===== src/rtl/gate_pipe_unit_pkg.sv =====
// Shared definitions for the gate pipeline: op codes, legal-range checks and
// the bitwise gate evaluation used by the top level.
package gate_pkg;

  localparam int MAXW = 64;
  localparam int MAXN = 4;

  typedef enum logic [2:0] {
    OP_AND  = 3'd0,
    OP_NAND = 3'd1,
    OP_OR   = 3'd2,
    OP_NOR  = 3'd3,
    OP_XOR  = 3'd4,
    OP_XNOR = 3'd5,
    OP_NOT  = 3'd6,
    OP_BUF  = 3'd7
  } op_e;

  function automatic bit width_ok(int w);
    return (w >= 1) && (w <= MAXW);
  endfunction

  function automatic bit nin_ok(int nin);
    return (nin >= 2) && (nin <= MAXN);
  endfunction

  function automatic bit depth_ok(int d);
    return (d >= 2) && (d <= 16) && ((d & (d - 1)) == 0);
  endfunction

  // Operands beyond nin are skipped so NIN-operand reductions stay exact.
  function automatic logic [MAXW-1:0] gate_eval(op_e op,
                                                logic [MAXN-1:0][MAXW-1:0] opnd,
                                                int nin);
    logic [MAXW-1:0] acc_and;
    logic [MAXW-1:0] acc_or;
    logic [MAXW-1:0] acc_xor;
    logic [MAXW-1:0] res;
    acc_and = '1;
    acc_or  = '0;
    acc_xor = '0;
    for (int k = 0; k < MAXN; k++) begin
      if (k < nin) begin
        acc_and = acc_and & opnd[k];
        acc_or  = acc_or  | opnd[k];
        acc_xor = acc_xor ^ opnd[k];
      end
    end
    case (op)
      OP_AND:  res = acc_and;
      OP_NAND: res = ~acc_and;
      OP_OR:   res = acc_or;
      OP_NOR:  res = ~acc_or;
      OP_XOR:  res = acc_xor;
      OP_XNOR: res = ~acc_xor;
      OP_NOT:  res = ~opnd[0];
      default: res = opnd[0];
    endcase
    return res;
  endfunction

endpackage


===== src/rtl/gate_pipe_unit_if.sv =====
// Valid/ready request and response channels of the gate pipeline.
interface gate_pipe_unit_if #(
  parameter int WIDTH = 8,
  parameter int NIN   = 2
);
  logic                 in_valid;
  logic                 in_ready;
  logic [2:0]           in_op;
  logic [NIN*WIDTH-1:0] in_data;
  logic                 out_valid;
  logic                 out_ready;
  logic [WIDTH-1:0]     out_data;
  logic [2:0]           out_op;

  modport master (
    output in_valid, in_op, in_data, out_ready,
    input  in_ready, out_valid, out_data, out_op
  );

  modport slave (
    input  in_valid, in_op, in_data, out_ready,
    output in_ready, out_valid, out_data, out_op
  );
endinterface


===== src/rtl/gate_pipe_unit_fifo.sv =====
// Synchronous FIFO with wrap-bit pointers; the head reads as zero when empty
// so consumers never see stale entries.
module gate_fifo #(
  parameter int W     = 11,
  parameter int DEPTH = 2
) (
  input  logic                       clk,
  input  logic                       rst_n,
  input  logic                       push_i,
  input  logic [W-1:0]               wdata_i,
  input  logic                       pop_i,
  output logic [W-1:0]               rdata_o,
  output logic                       full_o,
  output logic                       empty_o,
  output logic [$clog2(DEPTH):0]     count_o
);
  localparam int AW = $clog2(DEPTH);

  logic [W-1:0] mem_q [DEPTH];
  logic [AW:0]  wr_ptr_q, wr_ptr_d;
  logic [AW:0]  rd_ptr_q, rd_ptr_d;
  logic         do_push, do_pop;

  assign empty_o = (wr_ptr_q == rd_ptr_q);
  assign full_o  = (wr_ptr_q[AW-1:0] == rd_ptr_q[AW-1:0]) && (wr_ptr_q[AW] != rd_ptr_q[AW]);
  assign count_o = wr_ptr_q - rd_ptr_q;
  assign rdata_o = empty_o ? '0 : mem_q[rd_ptr_q[AW-1:0]];

  assign do_push = push_i && !full_o;
  assign do_pop  = pop_i && !empty_o;

  always_comb begin
    wr_ptr_d = wr_ptr_q + {{AW{1'b0}}, do_push};
    rd_ptr_d = rd_ptr_q + {{AW{1'b0}}, do_pop};
  end

  always_ff @(posedge clk) begin
    if (do_push) begin
      mem_q[wr_ptr_q[AW-1:0]] <= wdata_i;
    end
  end

  always_ff @(posedge clk or negedge rst_n) begin
    if (!rst_n) begin
      wr_ptr_q <= '0;
      rd_ptr_q <= '0;
    end else begin
      wr_ptr_q <= wr_ptr_d;
      rd_ptr_q <= rd_ptr_d;
    end
  end
endmodule


===== src/rtl/gate_pipe_unit.sv =====
// Pipelined multi-operand bitwise gate: evaluates on accept, queues {op, result}
// in a small FIFO and counts popped results.
module gate_pipe_unit
  import gate_pkg::*;
#(
  parameter int WIDTH = 8,
  parameter int NIN   = 2,
  parameter int DEPTH = 2,
  parameter int CNTW  = 16
) (
  input  logic            clk,
  input  logic            rst_n,
  gate_pipe_unit_if.slave bus,
  output logic            busy,
  output logic [CNTW-1:0] op_count
);
  localparam int AW = $clog2(DEPTH);
  localparam int DW = 3 + WIDTH;

  if (!(width_ok(WIDTH) && nin_ok(NIN) && depth_ok(DEPTH))) begin : g_bad_cfg
    $error("gate_pipe_unit: WIDTH, NIN or DEPTH out of range");
  end

  logic [MAXN-1:0][MAXW-1:0] operands_w;
  logic [MAXW-1:0]           result_full_w;
  logic [WIDTH-1:0]          result_w;
  logic [DW-1:0]             head_w;
  logic [AW:0]               occupancy;
  logic                      fifo_full, fifo_empty;
  logic                      push_w, pop_w;
  logic                      ready_en_q;
  logic [CNTW-1:0]           op_count_q, op_count_d;

  for (genvar gi = 0; gi < MAXN; gi++) begin : g_opnd
    if (gi < NIN) begin : g_used
      assign operands_w[gi] = MAXW'(bus.in_data[gi*WIDTH +: WIDTH]);
    end else begin : g_idle
      assign operands_w[gi] = '0;
    end
  end

  assign result_full_w = gate_eval(op_e'(bus.in_op), operands_w, NIN);
  assign result_w      = result_full_w[WIDTH-1:0];

  if (WIDTH < MAXW) begin : g_hi
    logic unused_hi;
    assign unused_hi = ^result_full_w[MAXW-1:WIDTH];
  end

  // Holds in_ready low through reset and releases it on the first edge after.
  always_ff @(posedge clk or negedge rst_n) begin
    if (!rst_n) ready_en_q <= 1'b0;
    else        ready_en_q <= 1'b1;
  end

  assign bus.in_ready  = ready_en_q && !fifo_full;
  assign bus.out_valid = !fifo_empty;
  assign push_w        = bus.in_valid && bus.in_ready;
  assign pop_w         = bus.out_valid && bus.out_ready;

  gate_fifo #(.W(DW), .DEPTH(DEPTH)) u_fifo (
    .clk     (clk),
    .rst_n   (rst_n),
    .push_i  (push_w),
    .wdata_i ({bus.in_op, result_w}),
    .pop_i   (pop_w),
    .rdata_o (head_w),
    .full_o  (fifo_full),
    .empty_o (fifo_empty),
    .count_o (occupancy)
  );

  assign bus.out_op   = head_w[DW-1:WIDTH];
  assign bus.out_data = head_w[WIDTH-1:0];
  assign busy         = |occupancy;

  always_comb begin
    op_count_d = op_count_q;
    if (pop_w) op_count_d = op_count_q + CNTW'(1);
  end

  always_ff @(posedge clk or negedge rst_n) begin
    if (!rst_n) op_count_q <= '0;
    else        op_count_q <= op_count_d;
  end

  assign op_count = op_count_q;
endmodule


===== src/flat_wrapper.sv =====
// flat-port wrapper written by rule: the top's interface ports become plain ports
module gate_pipe_unit_flat import gate_pkg::*;
#(
  parameter int WIDTH = 8,
  parameter int NIN   = 2,
  parameter int DEPTH = 2,
  parameter int CNTW  = 16
)
  (clk, rst_n, busy, op_count, bus_in_valid, bus_in_op, bus_in_data, bus_out_ready, bus_in_ready, bus_out_valid, bus_out_data, bus_out_op);
  gate_pipe_unit_if #(.WIDTH(WIDTH), .NIN(NIN)) bus_i ();
  input  logic clk;
  input  logic rst_n;
  output logic busy;
  output logic [CNTW-1:0] op_count;
  input wire logic [$bits(bus_i.in_valid)-1:0] bus_in_valid;
  input wire logic [$bits(bus_i.in_op)-1:0] bus_in_op;
  input wire logic [$bits(bus_i.in_data)-1:0] bus_in_data;
  input wire logic [$bits(bus_i.out_ready)-1:0] bus_out_ready;
  output wire logic [$bits(bus_i.in_ready)-1:0] bus_in_ready;
  output wire logic [$bits(bus_i.out_valid)-1:0] bus_out_valid;
  output wire logic [$bits(bus_i.out_data)-1:0] bus_out_data;
  output wire logic [$bits(bus_i.out_op)-1:0] bus_out_op;
  assign bus_i.in_valid = bus_in_valid;
  assign bus_i.in_op = bus_in_op;
  assign bus_i.in_data = bus_in_data;
  assign bus_i.out_ready = bus_out_ready;
  assign bus_in_ready = bus_i.in_ready;
  assign bus_out_valid = bus_i.out_valid;
  assign bus_out_data = bus_i.out_data;
  assign bus_out_op = bus_i.out_op;
  gate_pipe_unit #(.WIDTH(WIDTH), .NIN(NIN), .DEPTH(DEPTH), .CNTW(CNTW)) u_core (.clk(clk), .rst_n(rst_n), .bus(bus_i), .busy(busy), .op_count(op_count));
endmodule

===== config.mk =====
export PLATFORM = sky130hd
export DESIGN_NAME = gate_pipe_unit_flat
export DESIGN_NICKNAME = d
export VERILOG_FILES = /design/src/rtl/gate_pipe_unit_pkg.sv /design/src/rtl/gate_pipe_unit_if.sv /design/src/rtl/gate_pipe_unit_fifo.sv /design/src/rtl/gate_pipe_unit.sv /design/src/flat_wrapper.sv
export SDC_FILE = /design/constraint.sdc
export NUM_CORES = 1
export LEC_CHECK = 0
export CAP_MARGIN = 10
export CORE_MARGIN = 2
export CORE_UTILIZATION = 50
export DETAILED_ROUTE_END_ITERATION = 6
export PLACE_DENSITY = 0.78
export SETUP_SLACK_MARGIN = 0.15
export SKIP_LAST_GASP = 1
export SYNTH_ARGS = -nofsm -noshare
export SYNTH_HDL_FRONTEND = slang
export SYNTH_HIERARCHICAL = 1
export SYNTH_SLANG_ARGS = --single-unit

===== constraint.sdc =====
create_clock -name clk -period 2.8 [get_ports clk]
set_input_delay 0.56 -clock clk [delete_from_list [all_inputs] [get_ports clk]]
set_output_delay 0.56 -clock clk [all_outputs]
set_load 0.02 [all_outputs]

* After elaboration in Yosys (flattened, before gate mapping)
Memory sizes are Yosys's and may differ from the RTL's.
Cells that the tools add are included.
** Word-level totals
- Input port bits :: 23
- Register bits after elaboration :: 21
- Bits in read-only memories :: 0
- Output and inout port bits :: 30
- Bits in writable memories :: 22
- Memories kept :: 1
- Logic and storage cells :: 39
- Latch bits :: 0
** Operators by class
- Equal/unequal tests :: 9
- Div/mod/pow operators :: 0
- Reduce and logical (&&, ||, !) cells :: 10
- $mul :: 0
- $add $sub $neg :: 4
- Mux-type cells :: 4
- Bitwise logic cells :: 7
- Shifts and indexed selects :: 0
- Magnitude comparators :: 0
** Memories
- u_core.u_fifo.mem_q :: words 2, width 11, read ports 1, clocked after Yosys merged registers in 0, wr ports 1, RTL line gate_pipe_unit_fifo.sv:19 : logic [W-1:0] mem_q [DEPTH];
** Operators by type and width (count)
- case mux 8 bit (7 select lines) :: 1
- inverter 8 bit :: 4
- adder 16 x 1 -> 16 bit (second input constant) :: 1
- two-way mux 11 bit :: 1
- equality test 3 bit (second input constant) :: 3
- bitwise AND 8 bit :: 1
- OR 8 bit :: 1
- XOR 8 bit :: 1
- equality test 3 x 2 -> 1 bit (second input constant) :: 2
- logical AND 1 bit :: 6
- adder 2 x 1 -> 2 bit :: 2
- equality test 3 x 1 -> 1 bit (second input constant) :: 1
- zero test 3 bit :: 1
- equality test 2 bit :: 1
- zero test 1 bit :: 2
- two-way mux 1 bit :: 2
- OR reduction 2 bit :: 1
- subtractor 2 bit :: 1
- equality test 1 bit :: 1
- inequality test 1 bit :: 1

* Depth between registers and ports, before layout
- Depth in word-level cells :: 8
- Mapped depth :: 9
- Mapped depth without buffers :: 9

* Hierarchy
The synthesis kept the hierarchy.
** By module, submodules not included
- gate_pipe_unit :: seq. area each 425.4 um^2, area each 1318.8 um^2, times used 1, cells each 138
- gate_fifo :: seq. area each 760.7 um^2, area each 1113.6 um^2, times used 1, cells each 66

* Worst setup path before layout
Ideal clock, no wire load.
- Path type :: reg-to-reg
- Start point :: register u_core.u_fifo.wr_ptr_q[1]
- End point :: memory u_core.u_fifo.mem_q[1][0], enable pin
- Required time :: 2.443 ns
- Stages on the path, launching flop included :: 8
- Setup slack :: 0.454 ns
- Clock period less this slack :: 2.346 ns
- Arrival time :: 1.989 ns
- Setup time :: 0.357 ns
- Buffers on the path :: 1
- Path through :: dfrtp_1 xnor2_2 buf_6 nor2_1 nor2b_1 and2_1 o21a_1 ha_1
** Between the ends
- Longest elaborated chain between the ends :: 8
** Ends and longest elaborated chain
- start: declaration :: RTL line gate_pipe_unit_fifo.sv:20 : logic [AW:0] wr_ptr_q, wr_ptr_d;
- start signal: assignment :: RTL line gate_pipe_unit_fifo.sv:48 : wr_ptr_q <= wr_ptr_d;
- inequality test 1 bit :: RTL line gate_pipe_unit_fifo.sv:25 : assign full_o = (wr_ptr_q[AW-1:0] == rd_ptr_q[AW-1:0]) && (wr_ptr_q[AW] != rd_ptr_q[AW]);
- logical AND 1 bit :: RTL line gate_pipe_unit_fifo.sv:25
- via u_core.fifo_full :: RTL line gate_pipe_unit.sv:29 : logic fifo_full, fifo_empty;
- zero test 1 bit :: RTL line gate_pipe_unit.sv:56 : assign bus.in_ready = ready_en_q && !fifo_full;
- logical AND 1 bit :: RTL line gate_pipe_unit.sv:56
- via bus_in_ready :: RTL line flat_wrapper.sv:19 : output wire logic [$bits(bus_i.in_ready)-1:0] bus_in_ready;
- logical AND 1 bit :: RTL line gate_pipe_unit.sv:58 : assign push_w = bus.in_valid && bus.in_ready;
- via u_core.push_w :: RTL line gate_pipe_unit.sv:30 : logic push_w, pop_w;
- logical AND 1 bit :: RTL line gate_pipe_unit_fifo.sv:29 : assign do_push = push_i && !full_o;
- two-way mux 1 bit :: RTL line gate_pipe_unit_fifo.sv:38 : if (do_push) begin
- two-way mux 1 bit (implied by the code) :: RTL line gate_pipe_unit_fifo.sv:39 : mem_q[wr_ptr_q[AW-1:0]] <= wdata_i;
- end: declaration :: RTL line gate_pipe_unit_fifo.sv:19
The timed path passes the listed nets, and every way through them passes these cells.

* Worst setup path in the final report
- Start point :: register u_core.u_fifo.wr_ptr_q[1]
- End point :: output bus_out_valid
** Between the ends
- Longest elaborated chain between the ends :: 2
** Ends and longest elaborated chain
- equality test 2 bit :: RTL line gate_pipe_unit_fifo.sv:24 : assign empty_o = (wr_ptr_q == rd_ptr_q);
- via u_core.fifo_empty :: RTL line gate_pipe_unit.sv:29
- zero test 1 bit :: RTL line gate_pipe_unit.sv:57 : assign bus.out_valid = !fifo_empty;
- end: declaration :: RTL line flat_wrapper.sv:20 : output wire logic [$bits(bus_i.out_valid)-1:0] bus_out_valid;
The timed path passes the listed nets, and every way through them passes these cells.

==> impl_results.md <==
- Reg-to-Reg End: u_core/u_fifo/mem_q[1][2]
- CP Class: reg -> out
- Syn_nets: 248
- Largest net degree at the start of global routing: 22
- Hold Path Origin: u_core/op_count[15]
- Async set-reset flop share out of synthesis: 48.8%
- Top-area cell type share of the netlist area: 27.2%
- Finished Core Util: 67.0%
- DP Cell Count: 310
- Maximum VDD drop: 483 uV
- CP startpoint kind: flip-flop
- Die area: 5440 sq um
- Tcrit/Tclk final: 91.1%
- Post-Layout Cell Count: 318
- FF-to-FF setup slack: 520 ps
- Antenna violations before repair: 0
- CP Capture Type: primary output
- Overall global routing resource usage: 17.5%
- Critical R2R Launch: u_core/u_fifo/wr_ptr_q[0]
- P_int: 0.00187 W
- Syn Area/Cell: 11.9 sq um
- FF+latch count, synth: 43
- Number of global-route vias before repair: 1624
- M2 GR Usage: 29.8%
- Met3 usage: 4.25%
- Mapped Cells: 204
- Initial core utilization: 51.8%
- Clock Sinks: 43
- Chip height: 73.7 microns
- TritonRoute pass-1 iters: 4
- 1st-iter DRT viols: 85
- Hold Path Sink: u_core/op_count[15]
- Clk pwr share: 13.9%
- Hold Buf Count CTS: 0
- Reg2reg path depth: 8
- Row cnt: 25
- Status: finished, final reports clean
- I/O Pins: 53
- Most used routing layer: met2
- RSZ-0062 raised after global routing: no
- Largest cells by area after synthesis: edfxtp_1 27%, dfrtp_1 22%, ha_1 11%, xnor2_1 6.5%, mux2i_1 4.5%
- Slew HR: 59.5%
- WL per Instance: 13.8 microns
- Combinational Power Share: 55.6%
- Via density: 5.12
- CP arrival: 1990 ps
- Hold path depth: 1
- YS warnings: 6
- CTS Buf Count: 5
- Dominant cell type by area after synthesis: edfxtp_1
- Yosys cell types: 36
- DP Wirelength: 3.36 mm
- Clock Tree Root: clkbuf_8
- Via count: 1628
- Filler cells: 366
- Sequential share of power: 30.5%
- Pwr dens: 981 nW/um^2
- Layout area overhead: 29.3%
- Final setup fails: 0
- Layout Nets: 307
- Final Critical Period: 2550 ps
- Final Hold Violating Endpoints: 0
- Mapped Area: 2430 sq um
- Ant. Diodes: 0
- Max Fclk: 392 MHz
- Setup TNS Final: 0 ps
- Synth cell count leaders: 24 x inv_1, 22 x edfxtp_1, 21 x dfrtp_1, 21 x ha_1, 18 x xnor2_1
- H-tree lvl count: 2
- Setup Skew: 11.0 ps
- Grt total ovfl: 0
- CTS max path bufs: 2
- Number of remaining DRC errors: 0
- Setup bufs post-CTS: 0
- Die W: 73.7 microns
- Detail Route Antenna Nets: 0
- Most common cell in the netlist: inv_1
- Sw Pwr: 0.00121 W
- Top_reg_cell synth: edfxtp_1
- WP data required: 2240 ps
- Max Cap Viol: 0
- Worst-Margin Slew: 608 ps
- IO buf count: 52
- Worst-path clk slew: 80 ps
- Switching share of power: 39.3%
- Share of cells above drive strength 1: 12.5%
- Gpl congestion: 0.772
- First-pass GRT wire length: 7.21 mm
- CTS tree: yes
- Post-synth EDFFs: 22
- Critical path peak fanout: 8
- Fin. max-slew vios: 0
- Sequential-to-total area share from yosys stat: 48.8%
- Final WL: 4.37 mm
- Clk_lat worst skew: 300 ps
- M1 GR Usage: 22.0%
- Leakage: 1.35 nW
- Min-Delay Path Class: reg -> reg
- Core box area: 4690 sq um
[state kept, by name, indices dropped and copies added (netlist names)]
name,count
u_core/u_fifo/mem_q,22
u_core/u_fifo/wr_ptr_q,2
u_core/ready_en_q,1
u_core/op_count,16
u_core/u_fifo/rd_ptr_q,2
[worst max-delay path, stage by stage (launching register included)]
cell and delay [ps]:
dfrtp_1 430, xnor2_2 180, buf_4 190, and2_2 220, inv_1 60, clkdlybuf4s50_1 610
[cell families after synthesis]
| family | synth area share (%) |
|---|---|
| flip-flops | 48.8 |
| AND/OR/NAND/NOR | 9.16 |
| buffers and inverters | 5.45 |
| AO/OA/AOI/OAI | 7.87 |
| XOR/XNOR | 10.0 |
| adder cells (fa/ha/maj) | 10.8 |
| multiplexers | 7.77 |
| other | 0.154 |
[power by group through the flow]
stage | registers, W | logic [W] | clock network [W]
3_3_place_gp | 0.000946 | 0.00165 | 0
3_5_place_dp | 0.000951 | 0.00170 | 0
2_1_floorplan | 0.000991 | 0.000984 | 0
6_report | 0.000940 | 0.00172 | 0.000430
4_1_cts | 0.000938 | 0.00171 | 0.000445
5_1_grt | 0.000961 | 0.00185 | 0.000469
[worst max-delay path by stage]
stage / from / end / slack (ps)
floorplan: u_core/u_fifo/wr_ptr_q[1] / u_core/u_fifo/mem_q[1][0] / 450
global placement: u_core/u_fifo/wr_ptr_q[0] / busy / 420
detailed placement: u_core/u_fifo/wr_ptr_q[0] / u_core/u_fifo/mem_q[1][1] / 390
CTS: u_core/u_fifo/wr_ptr_q[0] / bus_out_data[2] / 150
global route: u_core/u_fifo/wr_ptr_q[0] / bus_in_ready / 150
finish: u_core/u_fifo/wr_ptr_q[1] / bus_out_valid / 250
[per-layer routing]
metal	part of all wire, %	vias to the layer above	wire, microns
met5	0	-	0
met4	1.2	0	54
met3	2.8	6	124
met2	51	28	2250
met1	44	774	1940
li1	-	820	-
[cell type report]
| type | instances | area (sq um) | share of cell area, % |
|---|---|---|---|
| flip-flops and latches | 43 | 1190 | 37.7 |
| multi-input cells | 130 | 1130 | 35.8 |
| repair buffers | 59 | 573 | 18.2 |
| clock buffers | 8 | 101 | 3.22 |
| inverters | 24 | 90.1 | 2.87 |
| well taps | 54 | 67.6 | 2.15 |
[repair_timing]
item / 4_1_cts / 5_1_grt
pin swaps: 0 / 0
gates resized for setup: 1 / 1
hold endpoints to repair: 0 / 0
setup endpoints to repair: 8 / 8
[through the flow]
stage,worst slack [ps],area [sq um],power [W],hold slack [ps]
floorplan,454,2430,0.00197,264
global placement,424,3030,0.00260,463
detailed placement,394,3030,0.00265,462
CTS,154,3130,0.00309,477
global route,149,3140,0.00328,504
finish,250,3140,0.00308,470
[cells in the final DEF (no fill, tap or decap), types with 7 or more instances in the layout]
| master | synthesis | routed |
|---|---|---|
| mux2i_1 | 11 | 11 |
| dfrtp_1 | 21 | 21 |
| clkdlybuf4s50_1 | 0 | 52 |
| buf_4 | 1 | 7 |
| edfxtp_1 | 22 | 22 |
| ha_1 | 21 | 20 |
| a21oi_1 | 12 | 12 |
| a21oi_2 | 9 | 9 |
| xor2_1 | 8 | 8 |
| inv_1 | 24 | 24 |
| nor2_1 | 13 | 13 |
| xnor2_1 | 18 | 18 |
(Power assumes the default switching activity.)
